==> src/rtl/sm_rom_loader.sv <==
// Serial program loader: parses SYNC/LEN/data/CHK packets from a byte stream and
// writes little-endian 32-bit words into the instruction ROM, holding the CPU in reset while loading.
module sm_rom_loader #(
    parameter int unsigned SIZE = 64,
    parameter logic [7:0]  SYNC = 8'hA5
) (
    input  logic        clk,
    input  logic        rst,
    input  logic [7:0]  in_data,
    input  logic        in_valid,
    output logic        in_ready,
    output logic        rom_wr,
    output logic [31:0] rom_a,
    output logic [31:0] rom_wd,
    output logic        cpu_rst,
    output logic        busy,
    output logic        done,
    output logic        err,
    output logic [15:0] words
);

    typedef enum logic [2:0] {IDLE, LEN0, LEN1, DATA, WRITE, CHK, ERR} state_t;

    localparam logic [16:0] SIZE_W = 17'(SIZE);

    state_t      state, state_nx;
    logic        accept;
    logic        wr_state;
    logic        boot;
    logic        sync_hit;
    logic [7:0]  len_lo;
    logic [15:0] n_len;
    logic [7:0]  acc;
    logic [23:0] word_lo;
    logic [1:0]  byte_idx;
    logic [15:0] len_full;
    logic        len_over;

    assign accept   = in_valid && in_ready;
    assign len_full = {in_data, len_lo};
    assign len_over = {1'b0, len_full} > SIZE_W;
    assign sync_hit = (state == IDLE) && accept && (in_data == SYNC);

    always_ff @(posedge clk) begin
        if (rst) state <= IDLE;
        else     state <= state_nx;
    end

    always_comb begin
        state_nx = state;
        in_ready = 1'b1;
        wr_state = 1'b0;
        case (state)
            IDLE:  if (sync_hit) state_nx = LEN0;
            LEN0:  if (accept) state_nx = LEN1;
            LEN1:  if (accept) begin
                       if (len_over)               state_nx = ERR;
                       else if (len_full == 16'd0) state_nx = CHK;
                       else                        state_nx = DATA;
                   end
            DATA:  if (accept && byte_idx == 2'd3) state_nx = WRITE;
            WRITE: begin
                       in_ready = 1'b0;
                       wr_state = 1'b1;
                       state_nx = (words + 16'd1 == n_len) ? CHK : DATA;
                   end
            CHK:   if (accept) state_nx = (in_data == acc) ? IDLE : ERR;
            ERR:   state_nx = IDLE;
            default: state_nx = IDLE;
        endcase
        // Suppress a write that coincides with a reset edge.
        rom_wr = wr_state && !rst;
    end

    always_ff @(posedge clk) begin
        if (rst) begin
            rom_a    <= '0;
            rom_wd   <= '0;
            cpu_rst  <= 1'b1;
            busy     <= 1'b0;
            done     <= 1'b0;
            err      <= 1'b0;
            words    <= '0;
            boot     <= 1'b1;
            len_lo   <= '0;
            n_len    <= '0;
            acc      <= '0;
            word_lo  <= '0;
            byte_idx <= '0;
        end else begin
            done <= 1'b0;
            boot <= 1'b0;
            // The power-on program runs once reset is released, unless a load starts at once.
            if (boot && !sync_hit) cpu_rst <= 1'b0;
            case (state)
                IDLE: if (sync_hit) begin
                    busy    <= 1'b1;
                    cpu_rst <= 1'b1;
                    err     <= 1'b0;
                    words   <= '0;
                    acc     <= '0;
                end
                LEN0: if (accept) len_lo <= in_data;
                LEN1: if (accept) begin
                    n_len    <= len_full;
                    byte_idx <= '0;
                    if (len_over) begin
                        err  <= 1'b1;
                        busy <= 1'b0;
                    end
                end
                DATA: if (accept) begin
                    acc      <= acc ^ in_data;
                    byte_idx <= byte_idx + 2'd1;
                    case (byte_idx)
                        2'd0: word_lo[7:0]   <= in_data;
                        2'd1: word_lo[15:8]  <= in_data;
                        2'd2: word_lo[23:16] <= in_data;
                        default: begin
                            rom_wd <= {in_data, word_lo};
                            rom_a  <= {16'b0, words};
                        end
                    endcase
                end
                WRITE: words <= words + 16'd1;
                CHK: if (accept) begin
                    busy <= 1'b0;
                    if (in_data == acc) begin
                        done    <= 1'b1;
                        cpu_rst <= 1'b0;
                    end else begin
                        err <= 1'b1;
                    end
                end
                default: ;
            endcase
        end
    end

endmodule

==> config.mk <==
export PLATFORM = sky130hd
export DESIGN_NAME = sm_rom_loader
export DESIGN_NICKNAME = d
export VERILOG_FILES = /design/src/rtl/sm_rom_loader.sv
export SDC_FILE = /design/constraint.sdc
export NUM_CORES = 1
export LEC_CHECK = 0
export CORE_UTILIZATION = 60
export DETAILED_ROUTE_END_ITERATION = 12
export DONT_BUFFER_PORTS = 1
export PLACE_DENSITY = 0.77
export SYNTH_ARGS = -nofsm -noshare
export SYNTH_HDL_FRONTEND = slang
export SYNTH_SLANG_ARGS = --single-unit
==> constraint.sdc <==
create_clock -name clk -period 7.5 [get_ports clk]
set_clock_uncertainty 0.05 [all_clocks]
set_input_delay 1.125 -clock clk [delete_from_list [all_inputs] [get_ports clk]]
set_output_delay 1.125 -clock clk [all_outputs]
set_load 0.03 [all_outputs]
==> summary.md, run 1 <==
| Metric | Value |
|---|---|
| DR vias | `5,046` |
| Reg-to-reg endpoint | `state[1]` |
| Area growth syn-to-layout | `8.52%` |
| Overflow after GRT | `0` |
| Pre-CTS WS | `about 3.6 ns` |
| Design Area, Final | `6330 um^2` |
| Post-Route Utilization | `67.8%` |
| Post-synth top flop | `dfxtp_1` |
| Die ar. | `roughly 10,000 um^2` |
| Clk sinks | `130` |
| Crit path kind | `reg2out` |
| Vias in the first global route | `4,604` |
| Multi-input gate area | `2900 um^2` |
| Drt total wl | `14.0 mm` |
| Unique cell type count in the Yosys netlist | `52` |
| Unrepaired setup endpoints after global routing | `no` |
| IO buf count | `0` |
| Worst R2R Setup Slack | `4.40 ns` |
| Worst R2R Start | `state[0]` |
| Worst hold start | `word_lo[4]` |
| Post-CTS Hold Buffers | `0` |
| Largest net degree at the start of global routing | `approximately 130` |
| Post-route worst setup slack | `3.02 ns` |
| NetSw | `372 uW` |
| WL/cell | `16.2 um` |
| Finished Layout Cells | `864` |
| Worst path bufs/invs | `1` |
| Number of flops mapped to enable cells by yosys | `0` |
| DR pass1 iterations | `5` |
| Sw Share | `23.0%` |
| Initial core utilization | `62.5%` |
| Die height | `approximately 100 um` |
| PostCTS Resize Cnt | `0` |
| TNS Setup | `0 ns` |
| Cell Area, Placed | `5720 um^2` |
| Status | `completed` |
| Synth Register Bits | `130` |
| Layout cells sized above 1 | `approximately 6%` |
| Nets | `740` |
| Mean Syn Cell Area | `roughly 7.7 um^2` |
| Hold Slack | `0.400 ns` |
| Top delay family on crit path | `simple AND/OR/NAND/NOR gates` |
| Post-DP HPWL | `between 8 and 9 mm` |
| DR iter-0 viols | `343` |
| Share of total power in combinational logic | `between 3 and 4%` |
| Min-delay worst type | `reg2reg` |
| IO Count | `97` |
| Setup bufs post-CTS | `0` |
| Post-synthesis sequential area ratio | `around 45%` |
| H-tree Lvls | `4` |
| Critical Path Start Type | `register` |
| Final Max Slew Viols | `0` |
| Die Wd | `101 um` |
| Synth warnings | `0` |
| Antenna Diode Count | `0` |
| Cells after synthesis | `about 760` |
| Reg2reg path depth | `5` |
| P_int | `between 1 and 1.5 mW` |
| Sequential Power Share | `43.8%` |
| Worst path cell trace | `nor2_1, and2_1, clkinv_1, nor2_1` |
| Global-route wire length before repair | `22.7 mm` |
| # DRC | `0` |
| Seq. cell area | `2600 um^2` |
| Worst Hold Depth | `2` |
| GRT Overall Usage | `between 20 and 30%` |
| CTS Buffer Depth | `2` |
| Placed instance count | `about 830` |
| Initial antenna violation count | `0` |
| Worst Hold Endpoint | `rom_wd[4]` |
| Synth async-reset ratio | `0%` |
| Worst-skew pair later-pin latency | `0.52 ns` |
| Synth Cell Area | `5830 um^2` |
| Final Setup Violations | `0` |
| MaxCap Viol Count | `0` |
| CP required | `6.32 ns` |
| Leakage | `2.18 nW` |
| CP max stage delay | `0.82 ns` |
| Worst-path clk slew | `~0.060 ns` |
| Slowest stage cell, crit path | `clkinv_1` |
| Fmax | `223 MHz` |
| Filler Cell Count | `approximately 800` |
| Number of nets with antenna violations after routing | `0` |
| Tot Pwr | `~1.6 mW` |
| CTS buffer count | `17` |
| CTS root buf | `clkbuf_8` |
| Area of the core | `roughly 9300 um^2` |
| CTS tree | `built` |
| Final period utilization | `59.7%` |
| CP Max Fanout | `19` |
| Worst slew pin tran | `0.906 ns` |
| Hold Fails Final Rpt | `0` |
| Power density cells | `between 200 and 300 nW/um^2` |
| Worst setup EP type | `output pin` |
| CP most frequent cell | `nor2_1` |
| Clk pwr share | `53.0%` |
| Worst path arrival time | `approximately 3.3 ns` |
| Placer Congestion | `0.878` |
| Max-slew headroom | `39.3%` |
| Peak VDD IR | `0.145 mV` |
| Post-layout min period | `4.48 ns` |
| Row count | `35` |
| Vias per inst | `5.84` |
worst max path at each step:
| stage | endpoint | start | depth (start not counted) | slack (ns) |
|---|---|---|---|---|
| CTS | rom_wr | state[0] | 4 | 3.06 |
| finish | rom_wr | state[0] | 4 | 3.02 |
| global route | rom_wr | state[0] | 4 | 2.89 |
| floorplan | rom_wr | rst | 2 | 4.62 |
| global placement | rom_wr | state[0] | 4 | 3.69 |
| detailed placement | rom_wr | state[0] | 4 | 3.62 |
cells in the mapped netlist, drive strengths merged (6+ instances only):
| master | n | share of area, % |
|---|---|---|
| nand2 | 192 | 12 |
| dfxtp | 130 | 45 |
| a21oi | 128 | 11 |
| clkbuf | 47 | 3.0 |
| nor2 | 41 | 2.6 |
| nand3 | 32 | 2.8 |
| buf | 27 | 3.0 |
| o21ai | 20 | 1.7 |
| xor2 | 19 | 3.0 |
| nor3 | 15 | 1.3 |
| nand3b | 12 | 1.5 |
| xnor2 | 11 | 1.7 |
| inv | 10 | 0.64 |
| and3 | 8 | 0.88 |
| nand4 | 7 | 1.0 |
| nor4 | 7 | 0.75 |
| a211oi | 6 | 0.77 |
| ha | 6 | 1.3 |
logic make-up (layout without fill, tap and decap cells):
| group | Yosys count | count (layout) | share of synthesized area, % |
|---|---|---|---|
| xor gates and xnor gates | 30 | 30 | 4.64 |
| buffers and inverters | 85 | 43 | 6.74 |
| muxes | 3 | 3 | 0.730 |
| and+or+nand+nor | 329 | 329 | 25.1 |
| other | 1 | 16 | 0.0643 |
| DFF | 130 | 130 | 44.6 |
| adders and majority gates | 6 | 6 | 1.29 |
| AOI/OAI and AO/OA | 178 | 178 | 16.8 |
final cells by class:
cell class / count / share of cell area, %
Clock buffer: 19 / 6.98
Clock inverter: 12 / 2.69
Inverter: 11 / 0.653
Multi-Input combinational cell: 562 / 45.9
Sequential cell: 130 / 41.1
Tap cell: 129 / 2.55
Timing Repair Buffer: 1 / 0.119
metal layers:
metal | part of all wire [%] | GRT usage [%]
met4 | 1.6 | 10.0
met5 | 0 | 0
met2 | 50 | 48.6
met3 | 5.3 | 6.10
met1 | 43 | 36.0
registers in the layout (all words and copies together) (netlist names), 2 cells and up:
register and cells:
n_len 16, len_lo 8, rom_a 16, byte_idx 2, word_lo 24, words 16
acc 8, state 3, rom_wd 32
power groups by stage:
stage	Combinational (mW)	Sequential (mW)	Clock [mW]
2_1_floorplan	0.0706	0.716	0
3_3_place_gp	0.0495	0.722	0
3_5_place_dp	0.0505	0.723	0
4_1_cts	0.0510	0.708	0.857
5_1_grt	0.0585	0.709	0.891
6_report	0.0515	0.708	0.856
worst reg2reg max path, stage by stage, from the launching register on:
cell	delay (ns)
dfxtp_1	0.48
nor2_1	0.17
and2_1	0.56
clkinv_1	0.82
nor2_1	0.75
a211o_1	0.21
cell usage in the layout (no fill, tap or decap), types with 7 or more instances in the layout:
cell type,n
nand2_1,191
dfxtp_1,130
a21oi_1,128
nor2_1,40
nand3_1,31
o21ai_0,20
xor2_1,18
conb_1,16
clkbuf_16,16
nor3_1,14
nand3b_1,12
xnor2_1,11
inv_1,10
nor4_1,7
and3_1,7
Power figures use the tool's default switching activity.
==> run 2: changes to the inputs <==
CORE_UTILIZATION = 57   (was 60)
PLACE_DENSITY = 0.76   (was 0.77)
clock period = 3.65 ns   (was 7.5 ns; I/O delays follow)
==> run 2 against run 1 <==
Count of clock-buffer cells in the layout is 1 lower; sequential cell count stayed put; total power is 100% higher; routed wire length is 0.92% higher; worst hold slack worse by 0.37 ns; first-iteration DRC count is 0.87% higher; cell count is 1.7% higher; via count is 1.5% higher; critical path depth is 1 lower; highest routed layer unchanged.
==> summary.md, run 2 (synthesized netlist as in run 1, its figures left out) <==
| Metric | Value |
|---|---|
| Status | `completed` |
| # DRC | `0` |
| Hold Fails Final Rpt | `0` |
| GRT Overall Usage | `roughly 28%` |
| Final Max Slew Viols | `0` |
| CTS buffer count | `17` |
| Fmax | `between 300 and 400 MHz` |
| Largest Register | `rom_wd` |
| Antenna Diode Count | `0` |
| Finished Layout Cells | `879` |
| Critical Path Start Type | `register` |
| CTS tree | `built` |
| Worst path cell trace | `and2_1, clkinv_1, nor2_1` |
| Max-slew headroom | `between 30% and 40%` |
| Worst setup EP type | `output pin` |
| DR pass1 iterations | `5` |
| Commonest non-fill, non-tap cells in the layout | `nand2_1 (192), dfxtp_1 (130), a21oi_1 (128), nor2_1 (40), nand3_1 (31)` |
| Worst path bufs/invs | `1` |
| Worst-path clk slew | `0.06 ns` |
| Seq. cell area | `2600 um^2` |
| Die Wd | `103 um` |
| Worst-skew pair later-pin latency | `0.53 ns` |
| Worst slew pin tran | `0.958 ns` |
| Die ar. | `10,600 um^2` |
| Worst R2R Start | `words[1]` |
| Placer Congestion | `0.907` |
| Number of nets with antenna violations after routing | `0` |
| Area growth syn-to-layout | `9.57%` |
| Unrepaired setup endpoints after global routing | `no` |
| Initial antenna violation count | `0` |
| MaxCap Viol Count | `0` |
| Largest net degree at the start of global routing | `between 100 and 150` |
| Number of flip-flops in the largest register | `32` |
| Global-route wire length before repair | `22.4 mm` |
| Row count | `36` |
| Vias per inst | `5.83` |
| IO buf count | `0` |
| WL/cell | `between 15 and 20 um` |
| CTS Buffer Depth | `2` |
| CP Max Fanout | `18` |
| CP max stage delay | `0.67 ns` |
| Crit path kind | `reg2out` |
| Top delay family on crit path | `simple AND/OR/NAND/NOR gates` |
| Final period utilization | `85.4%` |
| Vias in the first global route | `~4,700` |
| Post-DP HPWL | `9.18 mm` |
| Min-delay worst type | `in2reg` |
| CTS root buf | `clkbuf_8` |
| Clk sinks | `130` |
| Final Setup Violations | `0` |
| Peak VDD IR | `0.266 mV` |
| DR iter-0 viols | `346` |
| Drt total wl | `14.1 mm` |
| Overflow after GRT | `0` |
| Worst path arrival time | `2.52 ns` |
| Most common cell after layout, fill and taps aside | `nand2_1` |
| CP required | `3.05 ns` |
| Setup bufs post-CTS | `0` |
| IO Count | `97` |
| Area of the core | `just under 10,000 um^2` |
| Power density cells | `509 nW/um^2` |
| Leakage | `~2.2 nW` |
| Filler Cell Count | `a little over 800` |
| Initial core utilization | `between 50% and 60%` |
| Multi-input gate area | `between 2000 and 3000 um^2` |
| Crit path launch | `state[2]` |
| Post-layout min period | `3.12 ns` |
| Slowest stage cell, crit path | `and2_1` |
| TNS Setup | `0 ns` |
| Die height | `103 um` |
| Nets | `750` |
| PostCTS Resize Cnt | `0` |
| Worst hold start | `rst` |
| Placed instance count | `846` |
| H-tree Lvls | `4` |
| Layout cells sized above 1 | `under 10%` |
| DR vias | `between 5,000 and 6,000` |
| Top Registers | `rom_wd: 32 flops, word_lo: 24 flops` |
[run 2: changes by cell type in the layout (fill, tap and decap cells not counted), sizes merged]
| cell | before | now |
|---|---|---|
| clkinvlp | 1 | 3 |
| inv | 17 | 19 |
| clkbuf | 19 | 18 |
| clkinv | 2 | 1 |
| bufinv | 3 | 2 |
| buf | 1 | 10 |
| dlygate4sd3 | 0 | 1 |
[run 2: through the flow]
step | util (%) | hold WS [ns] | power (mW) | setup slack [ns] | instance area, um^2
after global routing | 64.8 | 0.00870 | 3.35 | 0.352 | 6390
after detailed placement | 58.6 | 0.393 | 1.59 | 0.803 | 5780
after floorplan | - | 0.382 | 1.62 | 1.03 | 5890
final | 64.8 | 0.0327 | 3.25 | 0.531 | 6390
after CTS | 64.8 | 0.0227 | 3.27 | 0.520 | 6390
after global placement | 58.6 | 0.390 | 1.58 | 0.905 | 5780
[run 2: worst register-to-register path: stages, from the launching register on]
cell and delay, ns:
dfxtp_1 0.60, ha_1 0.34, xnor2_1 0.19, o211ai_1 0.14, a2111oi_0 0.54, nand4_1 0.18
or4_4 0.46, a211o_1 0.30
[run 2: path summary, 6_finish.rpt]
path | slack (ns) | endpoint | cells after the start
worst max register to register | 0.75 | state[1] | 7
worst min register to register | 0.40 | rom_wd[5] | 2
worst min-delay path | 0.03 | rom_a[6] | 1
worst max-delay path | 0.53 | rom_wr | 3
[run 2: area by class of cell]
type / instances / area share (%)
Inverter: 11 / 0.646
Timing Repair Buffer: 11 / 1.33
Clock buffer: 18 / 6.70
Multi-Input combinational cell: 562 / 45.4
Sequential cell: 130 / 40.7
Clock inverter: 14 / 2.60
Tap cell: 133 / 2.60
[run 2: report_power, final]
group | total (mW) | internal, mW | switching, mW
Clock | 1.69 | 1.01 | 0.680
Combinational | 0.103 | 0.0332 | 0.0696
Sequential | 1.45 | 1.43 | 0.0234
[run 2: routing by layer]
layer | up-vias | wire length (um) | GRT usage [%]
li1 | 2493 | - | -
met1 | 2380 | 5660 | 32.4
met2 | 217 | 6950 | 45.8
met3 | 34 | 1140 | 10.4
met4 | 0 | 376 | 12.5
met5 | - | 0 | 0
[run 2: what timing repair did]
action | in CTS | in global routing
hold buffers | 1 | 0
endpoints found under the hold margin | 1 | 0
setup endpoints to repair | 0 | 0
==> run 3: changes to the inputs <==
SLEW_MARGIN = 20   (was not set)
==> results of run 3 <==
Same layout as run 2: the final DEF is identical, and so are final timing and power.
